$ cat src/rtl/dot_accum_int_if.sv
// Stream bundle around the dot-product accumulator: partial sums in, requantised results out.
// The slave side is the accumulator; the master side is whatever surrounds it.
interface dot_accum_int_if #(
    parameter int bitw = 8
);
    logic            in_valid;
    logic            in_ready;
    logic [bitw-1:0] in_data;
    logic            out_valid;
    logic            out_ready;
    logic [bitw-1:0] out_data;
    logic            out_sat;

    modport slave (
        input  in_valid, in_data, out_ready,
        output in_ready, out_valid, out_data, out_sat
    );

    modport master (
        output in_valid, in_data, out_ready,
        input  in_ready, out_valid, out_data, out_sat
    );
endinterface

$ cat src/rtl/dot_accum_int.sv
// Sums nchunk signed partial dot products with a saturating accumulator, then applies
// shift, optional ReLU and clipping to bitw bits, and offers the result on valid/ready.
module dot_accum_int #(
    parameter int bitw   = 8,
    parameter int accw   = 16,
    parameter int nchunk = 4,
    parameter int shift  = 0,
    parameter int relu   = 0
) (
    input  logic                clk,
    input  logic                rst_n,
    input  logic                clear,
    dot_accum_int_if.slave      bus
);
    localparam int cntw = (nchunk > 2) ? $clog2(nchunk) : 1;
    localparam logic signed [accw-1:0] acc_max = {1'b0, {(accw-1){1'b1}}};
    localparam logic signed [accw-1:0] acc_min = {1'b1, {(accw-1){1'b0}}};
    localparam logic signed [bitw-1:0] out_max = {1'b0, {(bitw-1){1'b1}}};
    localparam logic signed [bitw-1:0] out_min = {1'b1, {(bitw-1){1'b0}}};

    typedef enum logic {ACCUM, HOLD} state_t;

    state_t                  state_reg;
    logic signed [accw-1:0]  acc_reg;
    logic [cntw-1:0]         cnt_reg;
    logic                    sat_sticky_reg;
    logic                    out_valid_reg;
    logic [bitw-1:0]         out_data_reg;
    logic                    out_sat_reg;

    logic                    in_ready;
    logic                    accept;
    logic                    emit;
    logic                    last;
    logic [accw:0]           sum_wide;
    logic                    acc_clip;
    logic signed [accw-1:0]  sum_sat;
    logic signed [accw-1:0]  shifted;
    logic signed [accw-1:0]  relu_val;
    logic [accw-bitw:0]      hi_bits;
    logic                    out_clip;
    logic [bitw-1:0]         out_next;

    // HOLD always carries acc=0/cnt=0, so a pass-through beat takes the same path as
    // the first beat of a vector in ACCUM.
    always_comb begin
        in_ready = ((state_reg == ACCUM) || bus.out_ready) && !clear;
        accept   = bus.in_valid && in_ready;
        emit     = out_valid_reg && bus.out_ready && !clear;
        last     = (cnt_reg == cntw'(nchunk - 1));

        sum_wide = {acc_reg[accw-1], acc_reg}
                 + {{(accw+1-bitw){bus.in_data[bitw-1]}}, bus.in_data};
        acc_clip = sum_wide[accw] ^ sum_wide[accw-1];
        sum_sat  = acc_clip ? (sum_wide[accw] ? acc_min : acc_max) : sum_wide[accw-1:0];

        shifted  = sum_sat >>> shift;
        relu_val = shifted;
        if (relu != 0 && shifted[accw-1]) begin
            relu_val = '0;
        end

        // Fits in bitw bits only if all bits above the output sign agree with it.
        hi_bits  = relu_val[accw-1:bitw-1];
        out_clip = !((&hi_bits) || !(|hi_bits));
        out_next = out_clip ? (relu_val[accw-1] ? out_min : out_max) : relu_val[bitw-1:0];
    end

    always_ff @(posedge clk or negedge rst_n) begin
        if (!rst_n) begin
            state_reg      <= ACCUM;
            acc_reg        <= '0;
            cnt_reg        <= '0;
            sat_sticky_reg <= 1'b0;
            out_valid_reg  <= 1'b0;
            out_data_reg   <= '0;
            out_sat_reg    <= 1'b0;
        end else if (clear) begin
            state_reg      <= ACCUM;
            acc_reg        <= '0;
            cnt_reg        <= '0;
            sat_sticky_reg <= 1'b0;
            out_valid_reg  <= 1'b0;
        end else begin
            if (emit) begin
                out_valid_reg <= 1'b0;
                state_reg     <= ACCUM;
            end
            if (accept) begin
                if (last) begin
                    out_data_reg   <= out_next;
                    out_sat_reg    <= sat_sticky_reg | acc_clip | out_clip;
                    out_valid_reg  <= 1'b1;
                    state_reg      <= HOLD;
                    acc_reg        <= '0;
                    cnt_reg        <= '0;
                    sat_sticky_reg <= 1'b0;
                end else begin
                    acc_reg        <= sum_sat;
                    cnt_reg        <= cnt_reg + cntw'(1);
                    sat_sticky_reg <= sat_sticky_reg | acc_clip;
                end
            end
        end
    end

    assign bus.in_ready  = in_ready;
    assign bus.out_valid = out_valid_reg;
    assign bus.out_data  = out_data_reg;
    assign bus.out_sat   = out_sat_reg;
endmodule

$ cat src/flat_wrapper.sv
// flat-port wrapper written by rule: the top's interface ports become plain ports
module dot_accum_int_flat 
#(
    parameter int bitw   = 8,
    parameter int accw   = 16,
    parameter int nchunk = 4,
    parameter int shift  = 0,
    parameter int relu   = 0
)
  (clk, rst_n, clear, bus_in_valid, bus_in_data, bus_out_ready, bus_in_ready, bus_out_valid, bus_out_data, bus_out_sat);
  dot_accum_int_if #(.bitw(bitw)) bus_i ();
  input  logic clk;
  input  logic rst_n;
  input  logic clear;
  input wire logic [$bits(bus_i.in_valid)-1:0] bus_in_valid;
  input wire logic [$bits(bus_i.in_data)-1:0] bus_in_data;
  input wire logic [$bits(bus_i.out_ready)-1:0] bus_out_ready;
  output wire logic [$bits(bus_i.in_ready)-1:0] bus_in_ready;
  output wire logic [$bits(bus_i.out_valid)-1:0] bus_out_valid;
  output wire logic [$bits(bus_i.out_data)-1:0] bus_out_data;
  output wire logic [$bits(bus_i.out_sat)-1:0] bus_out_sat;
  assign bus_i.in_valid = bus_in_valid;
  assign bus_i.in_data = bus_in_data;
  assign bus_i.out_ready = bus_out_ready;
  assign bus_in_ready = bus_i.in_ready;
  assign bus_out_valid = bus_i.out_valid;
  assign bus_out_data = bus_i.out_data;
  assign bus_out_sat = bus_i.out_sat;
  dot_accum_int #(.bitw(bitw), .accw(accw), .nchunk(nchunk), .shift(shift), .relu(relu)) u_core (.clk(clk), .rst_n(rst_n), .clear(clear), .bus(bus_i));
endmodule
$ cat config.mk
export PLATFORM = sky130hd
export DESIGN_NAME = dot_accum_int_flat
export DESIGN_NICKNAME = d
export VERILOG_FILES = /design/src/rtl/dot_accum_int_if.sv /design/src/rtl/dot_accum_int.sv /design/src/flat_wrapper.sv
export SDC_FILE = /design/constraint.sdc
export NUM_CORES = 1
export LEC_CHECK = 0
export CORE_MARGIN = 1.5
export CORE_UTILIZATION = 56
export CTS_BUF_LIST = sky130_fd_sc_hd__clkbuf_4 sky130_fd_sc_hd__clkbuf_8 sky130_fd_sc_hd__clkbuf_16
export DETAILED_ROUTE_END_ITERATION = 16
export HOLD_SLACK_MARGIN = 0.15
export PLACE_DENSITY = 0.9
export SLEW_MARGIN = 20
export SYNTH_ARGS = -nofsm -noshare
export SYNTH_HDL_FRONTEND = slang
export SYNTH_SLANG_ARGS = --single-unit
$ cat constraint.sdc
create_clock -name clk -period 4.9 [get_ports clk]
set_input_delay 0.98 -clock clk [delete_from_list [all_inputs] [get_ports clk]]
set_output_delay 0.98 -clock clk [all_outputs]
set_load 0.03 [all_outputs]
### Yosys cells after proc, flatten, opt, wreduce, memory -nomap -nowiden

Index checks and enable logic that the tools add are counted.

| operators by class | value |
|---|---|
| reductions and logical operators | 13 |
| $add $sub $neg | 2 |
| mux-type cells | 21 |
| bitwise gates (word level) | 5 |
| equality and inequality tests | 1 |

Operators by type and width:

| kind | number |
|---|---|
| two-way mux 16 bit | 5 |
| adder 16 x 8 -> 17 bit | 1 |
| two-way mux 8 bit | 2 |
| two-way mux 1 bit | 11 |
| AND reduction 9 bit | 1 |
| OR reduction 9 bit | 1 |
| two-way mux 2 bit | 3 |
| logical AND 1 bit | 4 |
| logical NOT 1 bit | 3 |
| AND reduction 3 bit | 1 |
| adder 2 x 1 -> 2 bit (second input constant) | 1 |
| equality test 2 bit (second input constant) | 1 |
| logical OR 1 bit | 2 |
| NOT 1 bit | 2 |
| OR 1 bit | 2 |
| nonzero test 2 bit | 1 |
| bitwise XOR 1 bit | 1 |

| word-level totals | value |
|---|---|
| word-level logic and storage cells | 49 |
| output and inout port bits | 11 |
| bits of input ports | 13 |
| bits in registers | 30 |

### Depth between registers and ports, before layout

Gate-level depths: netlist of run 1.

| logic depth | value |
|---|---|
| depth in word-level cells | 8 |
| depth in mapped cells | 19 |

### Worst setup path after synthesis of run 1

OpenSTA, ideal clock, no wires.

| timing | value |
|---|---|
| path kind | input -> register |
| start point | input port bus_in_data[4] |
| end point | register u_core.out_data_reg[7] (netlist: u_core.bus.out_data[7]) |
| stages on the path | 16 |
| arrival | 4.705 ns |
| setup slack | 0.046 ns |
| library setup time | 0.149 ns |
| buffers on the path | 0 |
| required time | 4.751 ns |
| cell sequence | ha_1 -> and2_4 -> a221oi_2 -> nand2_2 -> a32o_2 -> a211o_1 -> a21o_2 -> a21o_1 -> xor2_1 -> ha_1 -> or3_1 -> o311ai_0 -> a41o_1 -> nand4_2 -> a21oi_4 -> a221oi_1 |

| between the ends | value |
|---|---|
| longest elaborated chain between the ends | 7 |

RTL lines:

| element | line | source |
|---|---|---|
| from (decl) | flat_wrapper.sv:16 | `input wire logic [$bits(bus_i.in_data)-1:0] bus_in_data;` |
| adder 16 x 8 -> 17 bit * | dot_accum_int.sv:53 | `+ {{(accw+1-bitw){bus.in_data[bitw-1]}}, bus.in_data};` |
| two-way mux 16 bit / bitwise XOR 1 bit (equally long branches) | dot_accum_int.sv:55, dot_accum_int.sv:54 |  |
| two-way mux 16 bit * | dot_accum_int.sv:55 | `sum_sat = acc_clip ? (sum_wide[accw] ? acc_min : acc_max) : sum_wide[accw-1:0];` |
| OR reduction 9 bit | dot_accum_int.sv:65 | `out_clip = !((&hi_bits) \|\| !(\|hi_bits));` |
| logical NOT 1 bit | dot_accum_int.sv:65 |  |
| logical OR 1 bit | dot_accum_int.sv:65 |  |
| two-way mux 8 bit * | dot_accum_int.sv:66 | `out_next = out_clip ? (relu_val[accw-1] ? out_min : out_max) : relu_val[bitw-1:0];` |
| to (signal assigned) | dot_accum_int.sv:91 | `out_data_reg <= out_next;` |
| to (decl) | dot_accum_int.sv:28 | `logic [bitw-1:0] out_data_reg;` |

Mark *: on every way between the ends. The rest lies on a longest branch, timed or not.
A chain may end at the register's enable or synchronous reset.

### Worst setup path in the final report of run 1

| timing | value |
|---|---|
| start point | input port bus_in_data[1] |
| end point | register u_core.out_data_reg[1] (netlist: u_core.bus.out_data[1]) |

Same word-level chain as after synthesis.

==> results of run 1 <==
## layer usage
layer / vias up / share of wire [%] / wire length, um
li1: 1112 / - / -
met1: 1268 / 35 / 3140
met2: 200 / 49 / 4330
met3: 75 / 9.1 / 806
met4: 0 / 6.7 / 599
met5: - / 0 / 0
## metrics by stage
stage | TNS, ns | util [%] | hold slack (ns) | cells | power, mW
4_1_cts | 0 | 85.7 | 0.493 | 385 | 2.52
5_1_grt | 0 | 88.6 | 0.505 | 388 | 2.91
2_1_floorplan | 0 | - | 0.443 | 240 | 1.38
3_5_place_dp | -5.29 | 77.7 | 0.478 | 361 | 2.07
6_report | 0 | 88.6 | 0.493 | 388 | 2.78
3_3_place_gp | -2.91 | 77.7 | 0.459 | 361 | 1.97
## power groups by stage
stage | logic [mW] | registers [mW] | clock network (mW)
after global placement | 1.61 | 0.364 | 0
after detailed placement | 1.70 | 0.371 | 0
after CTS | 1.94 | 0.370 | 0.213
final | 2.18 | 0.378 | 0.223
after global routing | 2.30 | 0.384 | 0.229
after floorplan | 0.969 | 0.409 | 0
## repair_timing
item / 4_1_cts / 5_1_grt
pin swaps: 10 / 18
setup buffers: 16 / 3
endpoints found under the setup margin: 9 / 10
gates resized for setup: 17 / 22
## worst paths after layout
check | startpoint | endpoint | cells after the start
hold reg to reg | u_core.acc_reg[9] | u_core.acc_reg[9] | 2
min in group asynchronous | rst_n | u_core.bus.out_data[4] | 2
max in group asynchronous | rst_n | u_core.acc_reg[9] | 2
setup / recovery | bus_in_data[1] | u_core.bus.out_data[1] | 22
setup reg to reg | u_core.acc_reg[4] | u_core.bus.out_data[1] | 21
hold / removal | u_core.acc_reg[9] | u_core.acc_reg[9] | 2
## critical path, stage by stage
cell	delay [ns]
sky130_fd_sc_hd__dlymetal6s2s_1	0.15
sky130_fd_sc_hd__ha_1	0.30
sky130_fd_sc_hd__a21oi_2	0.17
sky130_fd_sc_hd__nand3b_1	0.17
sky130_fd_sc_hd__nand2_2	0.07
sky130_fd_sc_hd__a32o_2	0.26
sky130_fd_sc_hd__a211o_1	0.31
sky130_fd_sc_hd__a21o_2	0.19
sky130_fd_sc_hd__a21o_1	0.17
sky130_fd_sc_hd__xor2_2	0.15
sky130_fd_sc_hd__ha_1	0.33
sky130_fd_sc_hd__buf_6	0.15
sky130_fd_sc_hd__inv_1	0.10
sky130_fd_sc_hd__buf_6	0.13
sky130_fd_sc_hd__nand2_1	0.07
sky130_fd_sc_hd__a21oi_2	0.16
sky130_fd_sc_hd__a31oi_2	0.07
sky130_fd_sc_hd__o21ai_1	0.17
sky130_fd_sc_hd__nand4b_1	0.15
sky130_fd_sc_hd__nor3b_4	0.20
sky130_fd_sc_hd__buf_6	0.16
sky130_fd_sc_hd__a221o_1	0.29
## layout make-up
cell class	count	area (sq um)
clock buffer	7	90.1
timing repair buffer	100	826
tap	48	60.1
fill	154	429
sequential	30	751
multi-input combinational	193	1580
clock inverter	1	5.00
inverter	9	33.8
## logic make-up (layout without fill, tap and decap cells)
logic type / count (synthesis) / in the layout
compound gates: 89 / 89
xor+xnor: 6 / 6
fa+ha+maj: 20 / 20
buf+inv: 17 / 117
flops: 30 / 30
mux: 4 / 4
simple gates: 74 / 74
## placed cells by master, fill, tap and decap left out, drive strengths merged, types with 8 or more instances in the layout
master and n:
clkbuf 9, a21o 8, nor2 18, buf 77, ha 19, dfrtp 30
a22o 10, a21oi 16, o21ai 17, nand2 24, inv 9, clkdlybuf4s50 16
==> impl_results.html, run 1 <==
<table>
<tr><th>Metric</th><th>Value</th></tr>
<tr><th colspan="2">Logic synthesis</th></tr>
<tr><td>Dominant synthesized flop cell</td><td>sky130_fd_sc_hd__dfrtp_1</td></tr>
<tr><td>Post-synth top area cell</td><td>sky130_fd_sc_hd__dfrtp_1</td></tr>
<tr><td>Async S/R FF share, synth</td><td>between 90% and 100%</td></tr>
<tr><td>Synthesized-area fraction occupied by adder cells</td><td>11.4%</td></tr>
<tr><td>Portion of netlist area occupied by mux cells</td><td>1.82%</td></tr>
<tr><td>Number of library cell types mapped by synthesis</td><td>67</td></tr>
<tr><td>Summed instance area of the synthesized netlist</td><td>0.00227 sq mm</td></tr>
<tr><td>Biggest area contributors in the synthesized netlist</td><td>sky130_fd_sc_hd__dfrtp_1 33%, sky130_fd_sc_hd__ha_1 10%, sky130_fd_sc_hd__nand2_1 3.8%</td></tr>
<tr><td>List of most frequent post-synthesis cells</td><td>30 x sky130_fd_sc_hd__dfrtp_1, 23 x sky130_fd_sc_hd__nand2_1, 19 x sky130_fd_sc_hd__ha_1</td></tr>
<tr><td>#FFs+latches synth</td><td>30</td></tr>
<tr><td>Simple-gate area share of the yosys netlist</td><td>~17%</td></tr>
<tr><td>Portion of the post-synthesis area used by sequential elements</td><td>33.1%</td></tr>
<tr><td>Average cell area after synthesis</td><td>about 9.5 sq um</td></tr>
<tr><td>Area fraction in compound gates after synthesis</td><td>30.3%</td></tr>
<tr><td>Count of flip-flops with a built-in enable after synthesis</td><td>0</td></tr>
<tr><td>Post-Synthesis Net Count</td><td>273</td></tr>
<tr><td>Synth top area share</td><td>around a third</td></tr>
<tr><td>Dominant combinational cell family by area after synthesis</td><td>compound AO/OA/AOI/OAI gates</td></tr>
<tr><td>Synth warnings</td><td>0</td></tr>
<tr><td>Count leader, synth</td><td>sky130_fd_sc_hd__dfrtp_1</td></tr>
<tr><td>Syn Inst Count</td><td>240</td></tr>
<tr><td>Xor-xnor portion of the synthesized cell area</td><td>2.32%</td></tr>
<tr><th colspan="2">CTS</th></tr>
<tr><td>Root Driver</td><td>sky130_fd_sc_hd__clkbuf_8</td></tr>
<tr><td>Clock transition at the register clock pins on the worst setup and hold paths after CTS</td><td>0.08 ns</td></tr>
<tr><td>Number of buffers created by CTS</td><td>5</td></tr>
<tr><td>Clock Latency Late Sink</td><td>0.30 ns</td></tr>
<tr><td>Total of hold buffers inserted after clock tree synthesis</td><td>0</td></tr>
<tr><td>Number of H-tree branching levels</td><td>2</td></tr>
<tr><td>CTS sink cnt</td><td>30</td></tr>
<tr><td>Clock tree from TritonCTS</td><td>yes</td></tr>
<tr><td>Buffers from clock root to sink, at most</td><td>2</td></tr>
<tr><th colspan="2">Power</th></tr>
<tr><td>Combinational power share</td><td>between 70 and 80%</td></tr>
<tr><td>Internal portion of total power</td><td>1.47 mW</td></tr>
<tr><td>Clock power share</td><td>8.0%</td></tr>
<tr><td>Power dissipated by switching net loads</td><td>1.32 mW</td></tr>
<tr><td>Sequential cell fraction of total power</td><td>13.6%</td></tr>
<tr><td>Total power divided by cell area</td><td>833 mW/mm^2</td></tr>
<tr><td>Maximum vdd ir drop</td><td>0.000493 V</td></tr>
<tr><td>Switching part of the total</td><td>47.2%</td></tr>
<tr><td>Static leakage</td><td>1.67 nW</td></tr>
<tr><th colspan="2">Worst setup path</th></tr>
<tr><td>Nature of the critical path endpoint</td><td>flip-flop</td></tr>
<tr><td>Worst endpoint required time</td><td>5.08 ns</td></tr>
<tr><td>Launching element type of the critical path</td><td>input pin</td></tr>
<tr><td>Category of the critical setup timing path</td><td>in -&gt; reg</td></tr>
<tr><td>Worst R2R Setup Slack</td><td>0.49 ns</td></tr>
<tr><td>Peak fanout along the critical path</td><td>8</td></tr>
<tr><td>Worst endpoint data arrival time</td><td>~4.9 ns</td></tr>
<tr><th colspan="2">Finish</th></tr>
<tr><td>Layout Area Growth over Synthesis</td><td>47.3%</td></tr>
<tr><td>Total number of nets in the final design</td><td>around 370</td></tr>
<tr><td>Proportion of layout cells with a drive suffix above 1</td><td>36.8%</td></tr>
<tr><td>Flip-flop count of the largest register, all copies and words added</td><td>16</td></tr>
<tr><td>Number of diodes</td><td>0</td></tr>
<tr><td>Finished Cell Area</td><td>0.00334 sq mm</td></tr>
<tr><th colspan="2">Timing</th></tr>
<tr><td>Fmax</td><td>between 200 and 250 MHz</td></tr>
<tr><td>Clock skew</td><td>0.0164 ns</td></tr>
<tr><td>Worst slew margin relative to its limit</td><td>between 40% and 50%</td></tr>
<tr><td>Final worst path period need</td><td>between 4 and 5 ns</td></tr>
<tr><td>Setup slack of the critical path after layout</td><td>roughly 0.16 ns</td></tr>
<tr><td>Finish-stage setup viols</td><td>0</td></tr>
<tr><td>Actual transition at the worst max-transition pin</td><td>0.757 ns</td></tr>
<tr><td>Ratio of final minimum period to clock period</td><td>96.7%</td></tr>
<tr><td>Setup repair after global routing missed its margin</td><td>false</td></tr>
<tr><td>Final Max Tran Viols</td><td>0</td></tr>
<tr><td>Endpoints failing hold</td><td>0</td></tr>
<tr><th colspan="2">Floorplanning</th></tr>
<tr><td>Number of placement rows</td><td>22</td></tr>
<tr><td>Number of ports placed on the die boundary</td><td>24</td></tr>
<tr><td>Placeable Area</td><td>0.00377 sq mm</td></tr>
<tr><td>Floorplan die width</td><td>between 60 and 70 um</td></tr>
<tr><td>Die footprint</td><td>0.00444 sq mm</td></tr>
<tr><td>Initial Utilization</td><td>60.2%</td></tr>
<tr><td>Die Y-Extent</td><td>66.6 um</td></tr>
<tr><th colspan="2">Detailed routing</th></tr>
<tr><td>Iter 0 DRT Violations</td><td>254</td></tr>
<tr><td>Detailed-route wire length per cell</td><td>~23 um</td></tr>
<tr><td>Ratio of routed vias to standard cells</td><td>slightly below 7</td></tr>
<tr><td>Wire length after detailed routing</td><td>slightly below 9000 um</td></tr>
<tr><td>DR DRC count</td><td>0</td></tr>
<tr><td>Via Count</td><td>2655</td></tr>
<tr><td>DRT Pass-1 Iters</td><td>5</td></tr>
<tr><td>Remaining antenna violation count</td><td>0</td></tr>
<tr><th colspan="2">Global routing</th></tr>
<tr><td>Largest net degree at the start of global routing</td><td>31</td></tr>
<tr><td>Total gr overflow</td><td>0</td></tr>
<tr><td>Total routing resource utilization after global routing</td><td>42.7%</td></tr>
<tr><td>First-pass GRT wire length</td><td>13600 um</td></tr>
<tr><td>GRT met3 Usage</td><td>a little under an eighth</td></tr>
<tr><td>GR peak layer</td><td>met2</td></tr>
<tr><td>Number of global-route vias before repair</td><td>2801</td></tr>
<tr><td>M1 GR Usage</td><td>between 40% and 50%</td></tr>
<tr><td>Antenna violations before repair</td><td>0</td></tr>
<tr><td>Global routing usage on met2</td><td>71.5%</td></tr>
<tr><th colspan="2">Place</th></tr>
<tr><td>RD Place Congestion</td><td>between 1 and 1.5</td></tr>
<tr><td>Post-DP Area</td><td>0.00293 sq mm</td></tr>
<tr><td>Final HPWL from detailed placement</td><td>5150 um</td></tr>
<tr><td>Port Buffers</td><td>23</td></tr>
<tr><td>Worst setup slack after placement</td><td>-0.566 ns</td></tr>
<tr><th colspan="2">Status</th></tr>
<tr><td>Result of the run</td><td>completed</td></tr>
<tr><th colspan="2">Worst hold path</th></tr>
<tr><td>Hold Crit Class</td><td>reg -&gt; reg</td></tr>
<tr><th colspan="2">Job</th></tr>
<tr><td>Count of maximum capacitance violations</td><td>0</td></tr>
</table>
Note: power is estimated with default switching activity, not from simulation.
==> run 2: changes to the inputs <==
--- a/config.mk
+++ b/config.mk
@@ -9,7 +9,8 @@
 export CORE_UTILIZATION = 56
 export CTS_BUF_LIST = sky130_fd_sc_hd__clkbuf_4 sky130_fd_sc_hd__clkbuf_8 sky130_fd_sc_hd__clkbuf_16
 export DETAILED_ROUTE_END_ITERATION = 16
-export HOLD_SLACK_MARGIN = 0.15
+export GPL_ROUTABILITY_DRIVEN = 0
+export HOLD_SLACK_MARGIN = 0.02
 export PLACE_DENSITY = 0.9
 export SLEW_MARGIN = 20
 export SYNTH_ARGS = -nofsm -noshare
==> impl_results.html, run 2 (synthesized netlist as in run 1, its figures left out) <==
<table>
<tr><th>Metric</th><th>Value</th></tr>
<tr><th colspan="2">Worst setup path</th></tr>
<tr><td>Worst endpoint data arrival time</td><td>5.17 ns (+0.25 ns)</td></tr>
<tr><td>Capturing point of the worst reg2reg path</td><td>u_core.bus.out_data[0]</td></tr>
<tr><td>Worst R2R Path Depth</td><td>19 (-9.5%)</td></tr>
<tr><td>Worst endpoint required time</td><td>5.12 ns (+0.04 ns)</td></tr>
<tr><td>Worst R2R Setup Slack</td><td>0.27 ns (-0.22 ns)</td></tr>
<tr><td>Launching element type of the critical path</td><td>input pin</td></tr>
<tr><td>Reg2Reg Launch Point</td><td>u_core.acc_reg[4]</td></tr>
<tr><td>Nature of the critical path endpoint</td><td>flip-flop</td></tr>
<tr><td>Category of the critical setup timing path</td><td>in -&gt; reg</td></tr>
<tr><td>Peak fanout along the critical path</td><td>8 (unchanged)</td></tr>
<tr><th colspan="2">Global routing</th></tr>
<tr><td>Antenna violations before repair</td><td>0 (unchanged)</td></tr>
<tr><td>First-pass GRT wire length</td><td>12700 um (-7.1%)</td></tr>
<tr><td>Largest net degree at the start of global routing</td><td>31 (unchanged)</td></tr>
<tr><td>Total routing resource utilization after global routing</td><td>39.3% (-3.4 points)</td></tr>
<tr><td>Total gr overflow</td><td>0 (unchanged)</td></tr>
<tr><td>Global routing usage on met2</td><td>65.0% (-6.5 points)</td></tr>
<tr><td>GR peak layer</td><td>met2</td></tr>
<tr><td>Number of global-route vias before repair</td><td>2644 (-5.6%)</td></tr>
<tr><td>GRT met3 Usage</td><td>9.12% (-2.9 points)</td></tr>
<tr><td>M1 GR Usage</td><td>43.7% (-2.8 points)</td></tr>
<tr><th colspan="2">Detailed routing</th></tr>
<tr><td>Ratio of routed vias to standard cells</td><td>7.30 (+6.7%)</td></tr>
<tr><td>Wire length after detailed routing</td><td>9830 um (+11%)</td></tr>
<tr><td>Remaining antenna violation count</td><td>0 (unchanged)</td></tr>
<tr><td>Detailed-route wire length per cell</td><td>25.5 um (+12%)</td></tr>
<tr><td>DRT Pass-1 Iters</td><td>5 (unchanged)</td></tr>
<tr><td>DR DRC count</td><td>0 (unchanged)</td></tr>
<tr><td>Via Count</td><td>2810 (+5.8%)</td></tr>
<tr><td>Iter 0 DRT Violations</td><td>610 (+140%)</td></tr>
<tr><th colspan="2">Job</th></tr>
<tr><td>Count of maximum capacitance violations</td><td>0 (unchanged)</td></tr>
<tr><th colspan="2">Timing</th></tr>
<tr><td>Clock skew</td><td>0.0101 ns (-0.00635 ns)</td></tr>
<tr><td>Fmax</td><td>202 MHz (-4.2%)</td></tr>
<tr><td>Setup slack of the critical path after layout</td><td>-0.0434 ns (-0.206 ns)</td></tr>
<tr><td>Endpoints failing hold</td><td>0 (unchanged)</td></tr>
<tr><td>Final Max Tran Viols</td><td>0 (unchanged)</td></tr>
<tr><td>Finish-stage setup viols</td><td>9 (+9)</td></tr>
<tr><td>Actual transition at the worst max-transition pin</td><td>0.804 ns (+0.0472 ns)</td></tr>
<tr><td>Setup repair after global routing missed its margin</td><td>true</td></tr>
<tr><td>Hold Slack</td><td>0.485 ns (-0.00849 ns)</td></tr>
<tr><td>Final worst path period need</td><td>4.94 ns (+0.206 ns)</td></tr>
<tr><td>Total negative setup slack</td><td>-0.214 ns (-0.214 ns)</td></tr>
<tr><td>Ratio of final minimum period to clock period</td><td>101% (+4.2 points)</td></tr>
<tr><td>Worst slew margin relative to its limit</td><td>46.2% (-3.2 points)</td></tr>
<tr><th colspan="2">CTS</th></tr>
<tr><td>Clock transition at the register clock pins on the worst setup and hold paths after CTS</td><td>0.07 ns (about the same)</td></tr>
<tr><td>Total of hold buffers inserted after clock tree synthesis</td><td>0 (unchanged)</td></tr>
<tr><td>CTS sink cnt</td><td>30 (unchanged)</td></tr>
<tr><td>Number of H-tree branching levels</td><td>2 (unchanged)</td></tr>
<tr><td>Clock tree from TritonCTS</td><td>yes</td></tr>
<tr><td>Buffers from clock root to sink, at most</td><td>2 (unchanged)</td></tr>
<tr><td>Root Driver</td><td>sky130_fd_sc_hd__clkbuf_8</td></tr>
<tr><td>Clock Latency Late Sink</td><td>0.29 ns (about the same)</td></tr>
<tr><td>Number of buffers created by CTS</td><td>5 (unchanged)</td></tr>
<tr><th colspan="2">Worst hold path</th></tr>
<tr><td>Hold path depth</td><td>2 (unchanged)</td></tr>
<tr><td>Hold-critical path endpoint</td><td>u_core.acc_reg[12]</td></tr>
<tr><td>Hold wc startpoint</td><td>u_core.acc_reg[12]</td></tr>
<tr><td>Hold Crit Class</td><td>reg -&gt; reg</td></tr>
<tr><th colspan="2">Finish</th></tr>
<tr><td>Proportion of layout cells with a drive suffix above 1</td><td>36.5% (-0.27 points)</td></tr>
<tr><td>Layout Area Growth over Synthesis</td><td>47.8%</td></tr>
<tr><td>Register Area</td><td>751 sq um (unchanged)</td></tr>
<tr><td>Total number of nets in the final design</td><td>369 (-0.81%)</td></tr>
<tr><td>Most frequent cells in the layout</td><td>69 x sky130_fd_sc_hd__buf_4, 30 x sky130_fd_sc_hd__dfrtp_1, 23 x sky130_fd_sc_hd__nand2_1, 17 x sky130_fd_sc_hd__nor2_1, 17 x sky130_fd_sc_hd__clkdlybuf4s50_1</td></tr>
<tr><td>Flip-flop count of the largest register, all copies and words added</td><td>16 (unchanged)</td></tr>
<tr><td>Most common cell after layout, fill and taps aside</td><td>sky130_fd_sc_hd__buf_4</td></tr>
<tr><td>Multi-input gate area</td><td>0.00159 sq mm (+0.71%)</td></tr>
<tr><td>Utilization of the core after routing</td><td>88.9% (+0.27 points)</td></tr>
<tr><td>Layout filler cell count</td><td>170 (+10%)</td></tr>
<tr><td>Number of diodes</td><td>0 (unchanged)</td></tr>
<tr><th colspan="2">Power</th></tr>
<tr><td>Total power of the final layout</td><td>2.91 mW (+4.6%)</td></tr>
<tr><td>Total power divided by cell area</td><td>869 mW/mm^2 (+4.3%)</td></tr>
<tr><td>Maximum vdd ir drop</td><td>0.000461 V (-6.4%)</td></tr>
<tr><td>Static leakage</td><td>1.66 nW (-0.77%)</td></tr>
<tr><th colspan="2">Floorplanning</th></tr>
<tr><td>Floorplan die width</td><td>66.6 um (unchanged)</td></tr>
<tr><td>Initial Utilization</td><td>60.2% (unchanged)</td></tr>
<tr><td>Number of ports placed on the die boundary</td><td>24 (unchanged)</td></tr>
<tr><td>Placeable Area</td><td>0.00377 sq mm (unchanged)</td></tr>
<tr><td>Number of placement rows</td><td>22 (unchanged)</td></tr>
<tr><td>Die footprint</td><td>0.00444 sq mm (unchanged)</td></tr>
<tr><td>Die Y-Extent</td><td>66.6 um (unchanged)</td></tr>
<tr><th colspan="2">Place</th></tr>
<tr><td>Final HPWL from detailed placement</td><td>4950 um (-3.9%)</td></tr>
<tr><td>Worst setup slack after placement</td><td>-0.627 ns (-0.0604 ns)</td></tr>
<tr><td>Port Buffers</td><td>23 (unchanged)</td></tr>
<tr><th colspan="2">Status</th></tr>
<tr><td>Result of the run</td><td>complete, but fails checks</td></tr>
<tr><td>Violations in the final reports</td><td>setup timing</td></tr>
</table>
run 2: cell types whose count changed in the layout (fill, tap and decap cells not counted), sizes merged:
cell           delta
clkbuf            -3
buf               -2
bufinv            +1
clkdlybuf4s50     +1
clkinv            +1
dlymetal6s2s      -1
run 2: how the worst max path moves through the flow:
stage	start	endpoint	slack [ns]	depth (start not counted)
6_report	bus_in_data[4]	u_core.bus.out_data[0]	-0.04	20
3_5_place_dp	bus_in_data[4]	u_core.bus.out_data[7]	-0.63	20
5_1_grt	bus_in_data[7]	u_core.bus.out_data[7]	-0.17	21
2_1_floorplan	bus_in_data[4]	u_core.bus.out_data[7]	0.05	16
3_3_place_gp	bus_in_data[4]	u_core.bus.out_data[0]	-0.36	18
4_1_cts	bus_in_data[1]	u_core.bus.out_data[0]	0.01	20
run 2: repair_timing:
| action | CTS | global route |
|---|---|---|
| setup endpoints to repair | 9 | 9 |
| hold endpoints to repair | 0 | 0 |
| setup buffers | 12 | 5 |
| resized for setup | 23 | 22 |
| pin swaps | 18 | 22 |
run 2: critical path: stages:
cell and delay (ns):
sky130_fd_sc_hd__buf_6 0.10, sky130_fd_sc_hd__ha_4 0.23, sky130_fd_sc_hd__and2_4 0.18, sky130_fd_sc_hd__a221oi_4 0.30
sky130_fd_sc_hd__nand2_2 0.10, sky130_fd_sc_hd__a32o_2 0.31, sky130_fd_sc_hd__a211o_1 0.29, sky130_fd_sc_hd__a21o_2 0.22
sky130_fd_sc_hd__a21o_1 0.18, sky130_fd_sc_hd__xor2_2 0.18, sky130_fd_sc_hd__ha_1 0.34, sky130_fd_sc_hd__or3_4 0.41
sky130_fd_sc_hd__o32ai_4 0.11, sky130_fd_sc_hd__a31oi_1 0.08, sky130_fd_sc_hd__o311ai_1 0.10, sky130_fd_sc_hd__buf_4 0.17
sky130_fd_sc_hd__a41o_1 0.18, sky130_fd_sc_hd__nand4_2 0.14, sky130_fd_sc_hd__a21oi_4 0.33, sky130_fd_sc_hd__a221o_1 0.23
run 2: stage by stage:
| stage | cells | cell area, sq um |
|---|---|---|
| floorplan | 240 | 2270 |
| global placement | 360 | 2920 |
| detailed placement | 360 | 2920 |
| CTS | 380 | 3220 |
| global route | 385 | 3350 |
| finish | 385 | 3350 |
run 2: final cells by class:
cell class	count	share of cell area (%)
Multi-Input combinational cell	193	47.4
Clock buffer	5	2.05
Sequential cell	30	22.4
Timing Repair Buffer	97	24.2
Inverter	9	1.01
Clock inverter	3	1.19
Tap cell	48	1.79
run 2: routing by layer:
metal,vias up,part of all wire (%),wire length [um]
met1,1314,35,3410
met5,-,0,0
met3,107,11,1100
li1,1108,-,-
met4,0,9.3,915
met2,281,45,4400
run 2: report_power, final:
part / switching, mW / total, mW / internal, mW
combinational: 1.24 / 2.28 / 1.04
sequential: 0.0581 / 0.380 / 0.322
clock: 0.103 / 0.252 / 0.149
==> run 3: changes to the inputs <==
--- a/config.mk
+++ b/config.mk
@@ -5,9 +5,11 @@
 export SDC_FILE = /design/constraint.sdc
 export NUM_CORES = 1
 export LEC_CHECK = 0
+export ABC_CLOCK_PERIOD_IN_PS = 4900
 export CORE_MARGIN = 1.5
 export CORE_UTILIZATION = 56
 export CTS_BUF_LIST = sky130_fd_sc_hd__clkbuf_4 sky130_fd_sc_hd__clkbuf_8 sky130_fd_sc_hd__clkbuf_16
+export CTS_CLUSTER_SIZE = 20
 export DETAILED_ROUTE_END_ITERATION = 16
 export GPL_ROUTABILITY_DRIVEN = 0
 export HOLD_SLACK_MARGIN = 0.02
==> results of run 3 <==
No change in the layout: final DEF, timing and power equal those of run 2.
